File: src/rtl/fb_pkg.sv
// Shared definitions for the RGB565 frame-buffer write path.
package fb_pkg;

    // Default RAM geometry: 17-bit word address, 16-bit RGB565 pixel.
    localparam int FB_AW = 17;
    localparam int FB_DW = 16;

    // Sequencer states, kept as plain constants so older code can compare raw bits.
    typedef logic [1:0] state_t;
    localparam state_t IDLE    = 2'd0;
    localparam state_t CLEAR   = 2'd1;
    localparam state_t CAPTURE = 2'd2;

    // RGB565 field positions.
    localparam int RGB_R_HI = 15;
    localparam int RGB_R_LO = 11;
    localparam int RGB_G_HI = 10;
    localparam int RGB_G_LO = 5;
    localparam int RGB_B_HI = 4;
    localparam int RGB_B_LO = 0;

    // Build an RGB565 word from its three fields.
    function automatic logic [15:0] rgb565(input logic [4:0] r,
                                           input logic [5:0] g,
                                           input logic [4:0] b);
        return {r, g, b};
    endfunction

endpackage

File: src/rtl/fb_byte_packer.sv
// Packs a camera byte stream (high byte first) into 16-bit pixels.
// A synchronous clear drops any held half pixel and returns to phase 0.
module fb_byte_packer (
    input  logic        clk,
    input  logic        rst_n,
    input  logic        clr,
    input  logic [7:0]  byte_in,
    input  logic        byte_accept,
    output logic        pix_valid,
    output logic [15:0] pix_data
);

    logic       phase;
    logic [7:0] hi_byte;

    // Track the byte phase and hold the high byte until its partner arrives.
    always_ff @(posedge clk or negedge rst_n) begin
        // NOTE: clocked state uses non-blocking assignments so every register
        // samples the pre-edge values, independent of statement order.
        if (!rst_n) begin
            phase   <= 1'b0;
            hi_byte <= 8'h00;
        end else if (clr) begin
            phase   <= 1'b0;
        end else if (byte_accept) begin
            if (!phase) begin
                hi_byte <= byte_in;
            end
            phase <= ~phase;
        end
    end

    // A pixel completes on an accepted phase-1 byte unless a restart discards it.
    assign pix_valid = byte_accept & phase & ~clr;
    assign pix_data  = {hi_byte, byte_in};

endmodule

File: src/rtl/fb_write_ctrl.sv
// Write-port sequencer for the RGB565 frame buffer: packs camera bytes into
// pixels, writes them at sequential addresses, and clears the buffer on demand.
module fb_write_ctrl
    import fb_pkg::*;
#(
    parameter int              AW        = FB_AW,
    parameter int              DW        = FB_DW,
    parameter int              PIX_COUNT = 76800,
    parameter logic [DW-1:0]   CLR_COLOR = '0
) (
    input  logic          clk,
    input  logic          rst_n,
    input  logic          clear_req,
    input  logic          frame_start,
    input  logic [7:0]    px_byte,
    input  logic          px_byte_valid,
    output logic          px_ready,
    output logic          clear_busy,
    output logic          frame_done,
    output logic          dropped_frame,
    output logic [AW-1:0] addr_in,
    output logic [DW-1:0] data_in,
    output logic          regwrite
);

    localparam logic [AW-1:0] LAST_PIX = AW'(PIX_COUNT - 1);

    state_t        state;
    logic [AW-1:0] pix_cnt;
    logic          byte_accept;
    logic          packer_clr;
    logic          pix_valid;
    logic [15:0]   pix_data;

    // Bytes are only taken while capturing; anything else on the bus is discarded.
    assign px_ready    = (state == CAPTURE);
    assign byte_accept = px_byte_valid & px_ready;
    // Keep the packer at phase 0 outside capture and on every frame restart.
    assign packer_clr  = frame_start | (state != CAPTURE);

    fb_byte_packer u_packer (
        .clk         (clk),
        .rst_n       (rst_n),
        .clr         (packer_clr),
        .byte_in     (px_byte),
        .byte_accept (byte_accept),
        .pix_valid   (pix_valid),
        .pix_data    (pix_data)
    );

    // Sequencer FSM, pixel counter and registered RAM write port.
    always_ff @(posedge clk or negedge rst_n) begin
        if (!rst_n) begin
            state         <= IDLE;
            pix_cnt       <= '0;
            regwrite      <= 1'b0;
            addr_in       <= '0;
            data_in       <= '0;
            clear_busy    <= 1'b0;
            frame_done    <= 1'b0;
            dropped_frame <= 1'b0;
        end else begin
            // Write strobe and status pulses last one cycle unless re-armed below;
            // addr_in/data_in keep their last value between writes.
            regwrite   <= 1'b0;
            frame_done <= 1'b0;
            clear_busy <= 1'b0;

            case (state)
                IDLE: begin
                    if (clear_req) begin
                        // First clear write goes out in the very next cycle.
                        regwrite   <= 1'b1;
                        addr_in    <= '0;
                        data_in    <= CLR_COLOR;
                        clear_busy <= 1'b1;
                        if (LAST_PIX == '0) begin
                            pix_cnt <= '0;
                        end else begin
                            pix_cnt <= AW'(1);
                            state   <= CLEAR;
                        end
                        if (frame_start) begin
                            dropped_frame <= 1'b1;
                        end
                    end else if (frame_start) begin
                        pix_cnt <= '0;
                        state   <= CAPTURE;
                    end
                end

                CLEAR: begin
                    regwrite   <= 1'b1;
                    addr_in    <= pix_cnt;
                    data_in    <= CLR_COLOR;
                    clear_busy <= 1'b1;
                    if (pix_cnt == LAST_PIX) begin
                        pix_cnt <= '0;
                        state   <= IDLE;
                    end else begin
                        pix_cnt <= pix_cnt + 1'b1;
                    end
                    if (frame_start) begin
                        dropped_frame <= 1'b1;
                    end
                end

                CAPTURE: begin
                    if (frame_start) begin
                        // Restart: the packer drops its half pixel in the same cycle.
                        pix_cnt <= '0;
                    end else if (pix_valid) begin
                        regwrite <= 1'b1;
                        addr_in  <= pix_cnt;
                        data_in  <= DW'(pix_data);
                        if (pix_cnt == LAST_PIX) begin
                            frame_done <= 1'b1;
                            pix_cnt    <= '0;
                            state      <= IDLE;
                        end else begin
                            pix_cnt <= pix_cnt + 1'b1;
                        end
                    end
                end

                default: begin
                    state   <= IDLE;
                    pix_cnt <= '0;
                end
            endcase
        end
    end

endmodule
File: config.mk
export PLATFORM = sky130hd
export DESIGN_NAME = fb_write_ctrl
export DESIGN_NICKNAME = d
export VERILOG_FILES = /design/src/rtl/fb_pkg.sv /design/src/rtl/fb_byte_packer.sv /design/src/rtl/fb_write_ctrl.sv
export SDC_FILE = /design/constraint.sdc
export NUM_CORES = 1
export LEC_CHECK = 0
export ABC_CLOCK_PERIOD_IN_PS = 3000
export BUFFER_PORTS_ARGS = -buffer_cell sky130_fd_sc_hd__buf_2
export CAP_MARGIN = 25
export CORE_UTILIZATION = 50
export DETAILED_ROUTE_END_ITERATION = 6
export GPL_TIMING_DRIVEN = 0
export PLACE_DENSITY = 0.72
export SLEW_MARGIN = 30
export SYNTH_ARGS = -nofsm -noshare
export SYNTH_HDL_FRONTEND = slang
export SYNTH_HIERARCHICAL = 1
export SYNTH_SLANG_ARGS = --single-unit
File: constraint.sdc
create_clock -name clk -period 3 [get_ports clk]
set_clock_uncertainty 0.1 [all_clocks]
set_input_delay 0.45 -clock clk [delete_from_list [all_inputs] [get_ports clk]]
set_output_delay 0.45 -clock clk [all_outputs]
set_load 0.02 [all_outputs]
==> impl_metrics.env, run 1 <==
export IMPL_ys_flop_type="dfrtp_1"
export IMPL_async_flop_share_pct=100
export IMPL_clkLatencyLatePin_ps=340
export IMPL_drive_above_1_share_pct=28.7
export IMPL_cts_root_buf="clkbuf_8"
export IMPL_finalCritPeriodShare_pct=92.3
export IMPL_sw_frac_of_total_pct=20.7
export IMPL_ios=51
export IMPL_grt_overflow=0
export IMPL_top_layer="met4"
export IMPL_clkPwrFrac_pct=47.2
export IMPL_firstDrtPassIters=4
export IMPL_post_drt_wl_per_cell_um=14.2
export IMPL_cap_viol_max_count=0
export IMPL_ys_seq_area_share_pct=53.2
export IMPL_syn_inst=316
export IMPL_post_cts_buffers=0
export IMPL_row_count=28
export IMPL_clkTransAtPathRegs_ps=70
export IMPL_p_switching_mw=0.360
export IMPL_combPwrFrac_pct=2.4
export IMPL_critPathBufInv=5
export IMPL_path_class="flop to flop"
export IMPL_drtAntennaViolNets=0
export IMPL_syn_to_final_growth_pct=20.8
export IMPL_wl_met2_mm=3.08
export IMPL_endpoint_kind="flop"
export IMPL_num_fill_cells=526
export IMPL_crit_chain="inv_1 > ha_2 > buf_4 > buf_4 > and2_1 > and3b_2 > nand2b_1 > a21oi_2 > clkbuf_4 > clkbuf_4 > a21oi_1 > mux2i_1"
export IMPL_pwr_density_cell_nw_per_um2=471
export IMPL_leakage_nw=1.71
export IMPL_first_global_vias=2311
export IMPL_synth_seq_cells=65
export IMPL_vias=2400
export IMPL_initial_utilization_pct=51.6
export IMPL_status="finished, final reports clean"
export IMPL_syn_avg_cell_area_um2=9.67
export IMPL_layout_common_cells="nand2_1 (81), dfrtp_1 (65), buf_2 (56)"
export IMPL_max_slew_margin_pct=65.4
export IMPL_coreArea_um2=5920
export IMPL_p_seq_share_pct=50.4
export IMPL_routed_wirelength_mm=6.49
export IMPL_hp_class="input pin to flop"
export IMPL_routed_via_density=5.24
export IMPL_dr_wl_met3_um=272
export IMPL_final_nets=398
export IMPL_grt_start_max_net_pins=48
export IMPL_dp_worst_setup_slack_ps=-193
export IMPL_drv_slew=0
export IMPL_drc=0
export IMPL_fp_dieW_um=80.2
export IMPL_hpwlAfterDp_mm=4.58
export IMPL_die_area_um2=6430
export IMPL_synth_distinct_cells=40
export IMPL_grt_pass1_wl_mm=10.7
export IMPL_io_buffer_count=50
export IMPL_crit_family="buffers and inverters"
export IMPL_min_period_ps=2770
export IMPL_clock_sinks=65
export IMPL_cp_start_kind="flop"
export IMPL_synthesis_nets=335
export IMPL_wl_met1_mm=3.04
export IMPL_setup_viol=0
export IMPL_cts_tree="built"
export IMPL_worstPathMaxFanout=10
export IMPL_tightest_slew_ps=519
export IMPL_utilization_pct=62.4
export IMPL_drt_iter0_drc=127
export IMPL_synth_area_um2=3060
export IMPL_place_gp_congestion=0.840
export IMPL_grtUsageTotal_pct=22.2
export IMPL_clockBufferDepth=2
export IMPL_p_int_mw=1.38
export IMPL_fin_ws_ps=231
export IMPL_numCtsBuffers=9
export IMPL_final_common_cell="nand2_1"
export IMPL_die_h_um=80.2
export IMPL_ir_worst_vdd_v=0.000245
export IMPL_fmax_mhz=361
export IMPL_cp_arrival_ps=2930
export IMPL_hold_viol=0
export IMPL_worst_ep_required_time_ps=3160
export IMPL_slowest_stage="dfrtp_1"
export IMPL_synth_edf_count=0
export IMPL_htreeDepth=3
export IMPL_yosysWarnings=6
export IMPL_antenna_cells=0
export IMPL_antenna_found_initial=0
export IMPL_cp_slowest_stage_delay_ps=410
[path summary, 6_finish.rpt]
check                      slack, ps                              end  cells past startpoint                       from
setup / recovery                 230          pix_cnt[16]$_DFFE_PN0P_                     12       state[0]$_DFFE_PN0P_
hold / removal                   250  u_packer/hi_byte[1]$_DFFE_PN0P_                      2                 px_byte[1]
setup reg to reg                 230          pix_cnt[16]$_DFFE_PN0P_                     12       state[0]$_DFFE_PN0P_
hold reg to reg                  360        dropped_frame$_DFFE_PN0P_                      1  dropped_frame$_DFFE_PN0P_
max in group asynchronous       1870             clear_busy$_DFF_PN0_                      3                      rst_n
min in group asynchronous        430          addr_in[11]$_DFFE_PN0P_                      2                      rst_n
[per-stage QoR]
step | setup TNS (ps) | cell area, um^2 | hold WS, ps | power (mW) | instances
after detailed placement | -4100 | 3430 | 249 | 0.934 | 442
after global placement | -2460 | 3400 | 337 | 0.928 | 441
after CTS | 0 | 3660 | 246 | 1.75 | 458
after floorplan | 0 | 3060 | 54.4 | 0.901 | 316
final | 0 | 3690 | 251 | 1.74 | 458
after global routing | -1.59 | 3690 | 246 | 1.79 | 458
[synth_stat cells, types with 2 or more instances]
cell type	number	area share [%]
a211oi_2	2	0.82
a21o_1	3	0.74
a21oi_1	5	0.82
a31oi_1	4	0.82
and3_1	3	0.61
buf_2	9	1.5
buf_4	8	2.0
clkbuf_1	6	0.74
dfrtp_1	65	53
ha_1	6	2.5
inv_1	8	0.98
mux2_2	9	3.3
mux2i_1	2	0.66
nand2_1	81	10
nand2b_1	5	1.0
nand3_1	7	1.1
nand4_1	3	0.61
nor2_1	15	1.8
nor3_1	2	0.33
nor4_1	5	1.0
nor4bb_1	2	0.66
o21ai_0	39	6.4
o21ai_1	3	0.49
xnor2_1	8	2.3
[sequential cells by signal, indices dropped and copies added, names as in the netlist]
name and count:
frame_done 1, u_packer/phase 1, pix_cnt 17, state 2
regwrite 1, addr_in 17, clear_busy 1, u_packer/hi_byte 8
dropped_frame 1, data_in 16
[cell families after synthesis]
| group | count (synthesis) | share of synthesized area, % |
|---|---|---|
| XOR/XNOR | 8 | 2.29 |
| AO/OA/AOI/OAI | 62 | 11.8 |
| flip-flops | 65 | 53.2 |
| multiplexers | 11 | 3.97 |
| buffers and inverters | 31 | 5.16 |
| AND/OR/NAND/NOR | 133 | 21.0 |
| adder cells (fa/ha/maj) | 6 | 2.46 |
[cell type report]
type | instances | area (um^2) | share of cell area (%)
sequential | 65 | 1630 | 44.1
timing repair buffer | 52 | 290 | 7.86
tap | 75 | 93.8 | 2.54
clock inverter | 5 | 80.1 | 2.17
clock buffer | 10 | 138 | 3.73
buffer | 23 | 140 | 3.80
inverter | 8 | 30.0 | 0.813
multi-input combinational | 220 | 1290 | 35.0
[layer usage]
metal	up-vias	GRT usage, %
li1	1191	-
met4	0	9.64
met3	7	5.34
met2	45	34.9
met5	-	0
met1	1157	29.0
[power by group through the flow]
stage | combinational, mW | sequential, mW | clock (mW)
after floorplan | 0.00817 | 0.893 | 0
final | 0.0411 | 0.876 | 0.820
after global routing | 0.0472 | 0.875 | 0.869
after CTS | 0.0423 | 0.876 | 0.827
after global placement | 0.0356 | 0.893 | 0
after detailed placement | 0.0414 | 0.893 | 0
[timing repair]
item / 4_1_cts / 5_1_grt
hold endpoints to repair: 18 / 0
gates resized for setup: 3 / 11
hold buffers: 1 / 0
endpoints found under the setup margin: 46 / 49
(Power assumes the default switching activity.)
==> run 2, diff against run 1 <==
--- a/config.mk
+++ b/config.mk
@@ -8,10 +8,9 @@
 export ABC_CLOCK_PERIOD_IN_PS = 3000
 export BUFFER_PORTS_ARGS = -buffer_cell sky130_fd_sc_hd__buf_2
 export CAP_MARGIN = 25
-export CORE_UTILIZATION = 50
+export CORE_UTILIZATION = 35
 export DETAILED_ROUTE_END_ITERATION = 6
 export GPL_TIMING_DRIVEN = 0
-export PLACE_DENSITY = 0.72
 export SLEW_MARGIN = 30
 export SYNTH_ARGS = -nofsm -noshare
 export SYNTH_HDL_FRONTEND = slang
==> run 2 against run 1 <==
  * Sequential cell count did not move
  * Fmax rose by 0.39%
  * Utilization fell by 18 points
  * Total power decreased by 3.0%
  * Final cell count rose by 6.8%
  * Cell area grew 0.47%
  * First-iteration DRC count down 37%
  * Sequential share of layout area is 0.21 points lower
  * Wire length increased by 3.0%
  * Worst setup slack better by 11 ps
  * Largest cell class unchanged
  * Largest power group unchanged
==> impl_metrics.env, run 2 (synthesis results as in run 1) <==
export IMPL_max_slew_margin_pct=64.6
export IMPL_die_area_um2=9110
export IMPL_routed_wirelength_mm=6.69
export IMPL_r2r_cells=12
export IMPL_worst_ep_required_time_ps=3160
export IMPL_startpoint="state[0]$_DFFE_PN0P_"
export IMPL_crit_top_cell="clkbuf_4"
export IMPL_hpwlAfterDp_mm=4.81
export IMPL_hp_class="input pin to flop"
export IMPL_antenna_cells=0
export IMPL_drtAntennaViolNets=0
export IMPL_fmax_mhz=363
export IMPL_coreArea_um2=8340
export IMPL_finalCritPeriodShare_pct=91.9
export IMPL_io_buffer_count=50
export IMPL_slowest_stage="dfrtp_1"
export IMPL_min_period_ps=2760
export IMPL_grtUsageTotal_pct=16.4
export IMPL_antenna_found_initial=0
export IMPL_leakage_nw=1.71
export IMPL_grt_pass1_wl_mm=11.1
export IMPL_cts_root_buf="clkbuf_8"
export IMPL_vias=2441
export IMPL_ir_worst_vdd_v=0.000170
export IMPL_first_global_vias=2300
export IMPL_status="finished, final reports clean"
export IMPL_grt_start_max_net_pins=43
export IMPL_tightest_slew_ps=531
export IMPL_cp_start_kind="flop"
export IMPL_final_common_cell="nand2_1"
export IMPL_fp_dieW_um=95.4
export IMPL_grt_overflow=0
export IMPL_layout_cells_non_filler=489
export IMPL_dp_cells=472
export IMPL_hold_ws_ps=256
export IMPL_cp_arrival_ps=2920
export IMPL_layout_common_cells="nand2_1 (81), dfrtp_1 (65), buf_2 (56)"
export IMPL_endpoint_kind="flop"
export IMPL_hold_viol=0
export IMPL_post_drt_wl_per_cell_um=13.7
export IMPL_reg2reg_slack_ps=240
export IMPL_cts_tree="built"
export IMPL_drive_above_1_share_pct=28.4
export IMPL_rsz0062_at_grt="no"
export IMPL_crit_chain="inv_1 > ha_2 > buf_6 > clkbuf_4 > and2_4 > and3b_2 > nand2b_1 > a21oi_2 > clkbuf_4 > buf_2 > a21oi_1 > o2bb2ai_1"
export IMPL_numCtsBuffers=9
export IMPL_clockBufferDepth=2
export IMPL_ios=51
export IMPL_seqCellArea_um2=1630
export IMPL_routed_via_density=4.99
export IMPL_drv_slew=0
export IMPL_place_gp_congestion=0.762
export IMPL_crit_end="pix_cnt[12]$_DFFE_PN0P_"
export IMPL_row_count=33
export IMPL_regToRegEndpoint="pix_cnt[12]$_DFFE_PN0P_"
export IMPL_num_fill_cells=837
export IMPL_path_class="flop to flop"
export IMPL_final_nets=398
export IMPL_initial_utilization_pct=36.6
export IMPL_syn_to_final_growth_pct=21.4
export IMPL_dp_worst_setup_slack_ps=-245
export IMPL_worstPathMaxFanout=10
export IMPL_reg_top3="addr_in: 17 flops, pix_cnt: 17 flops, data_in: 16 flops"
export IMPL_drt_iter0_drc=80
export IMPL_htreeDepth=3
export IMPL_clkTransAtPathRegs_ps=70
export IMPL_clkLatencyLatePin_ps=340
export IMPL_drc=0
export IMPL_setup_viol=0
export IMPL_firstDrtPassIters=6
export IMPL_r2r_start="state[0]$_DFFE_PN0P_"
export IMPL_finalPower_mw=1.68
export IMPL_cp_slowest_stage_delay_ps=410
export IMPL_fin_setup_tns_ps=0
export IMPL_multiInputGateArea_um2=1290
export IMPL_die_h_um=95.4
export IMPL_clock_sinks=65
export IMPL_fin_ws_ps=242
export IMPL_pwr_density_cell_nw_per_um2=454
export IMPL_cap_viol_max_count=0
## run 2: routing by layer
layer / part of all wire, % / global-route usage [%] / vias to the layer above
met5: 0 / 0 / -
met4: 3.7 / 10.7 / 0
met3: 3.8 / 3.11 / 23
met2: 44 / 24.0 / 60
met1: 48 / 22.2 / 1168
li1: - / - / 1190
## run 2: worst min path at each step
stage	start	to	slack [ps]	depth (start not counted)
2_1_floorplan	rst_n	addr_in[0]$_DFFE_PN0P_	50	0
3_3_place_gp	dropped_frame$_DFFE_PN0P_	dropped_frame$_DFFE_PN0P_	360	1
3_5_place_dp	rst_n	dropped_frame$_DFFE_PN0P_	280	1
4_1_cts	px_byte[1]	u_packer/hi_byte[1]$_DFFE_PN0P_	250	2
5_1_grt	px_byte[4]	u_packer/hi_byte[4]$_DFFE_PN0P_	260	2
6_report	px_byte[5]	u_packer/hi_byte[5]$_DFFE_PN0P_	260	2
## run 2: timing repair
item / CTS / global route
hold buffers: 1 / 0
resized for setup: 4 / 7
pin swaps: 0 / 0
gates cloned: 0 / 0
endpoints found under the hold margin: 23 / 0
setup buffers: 0 / 0
setup endpoints to repair: 48 / 49
## run 2: critical path: cells and delay by family, from the launching register on
kind | cells | cell delay [ps]
simple gates | 3 | 530
buf+inv | 5 | 950
compound gates | 3 | 450
fa+ha+maj | 1 | 220
flops | 1 | 410
## run 2: metrics by stage
step	utilization, %	area [um^2]
2_1_floorplan	-	3060
3_3_place_gp	41.2	3440
3_5_place_dp	41.5	3460
4_1_cts	44.2	3680
5_1_grt	44.5	3710
6_report	44.5	3710
## run 2: cell type report
class	instances	area share, %
flip-flops and latches	65	43.8
multi-input cells	220	34.8
repair buffers	52	7.62
clock buffers	12	4.18
plain buffers	23	3.81
well taps	105	3.54
clock inverters	4	1.38
inverters	8	0.809
## run 2: where the power goes
group	total [mW]	internal [mW]	switching [mW]	leakage, nW
Combinational	0.0400	0.0164	0.0235	0.814
Sequential	0.876	0.876	0.0000000000000000156	0.790
Clock	0.769	0.429	0.340	0.103
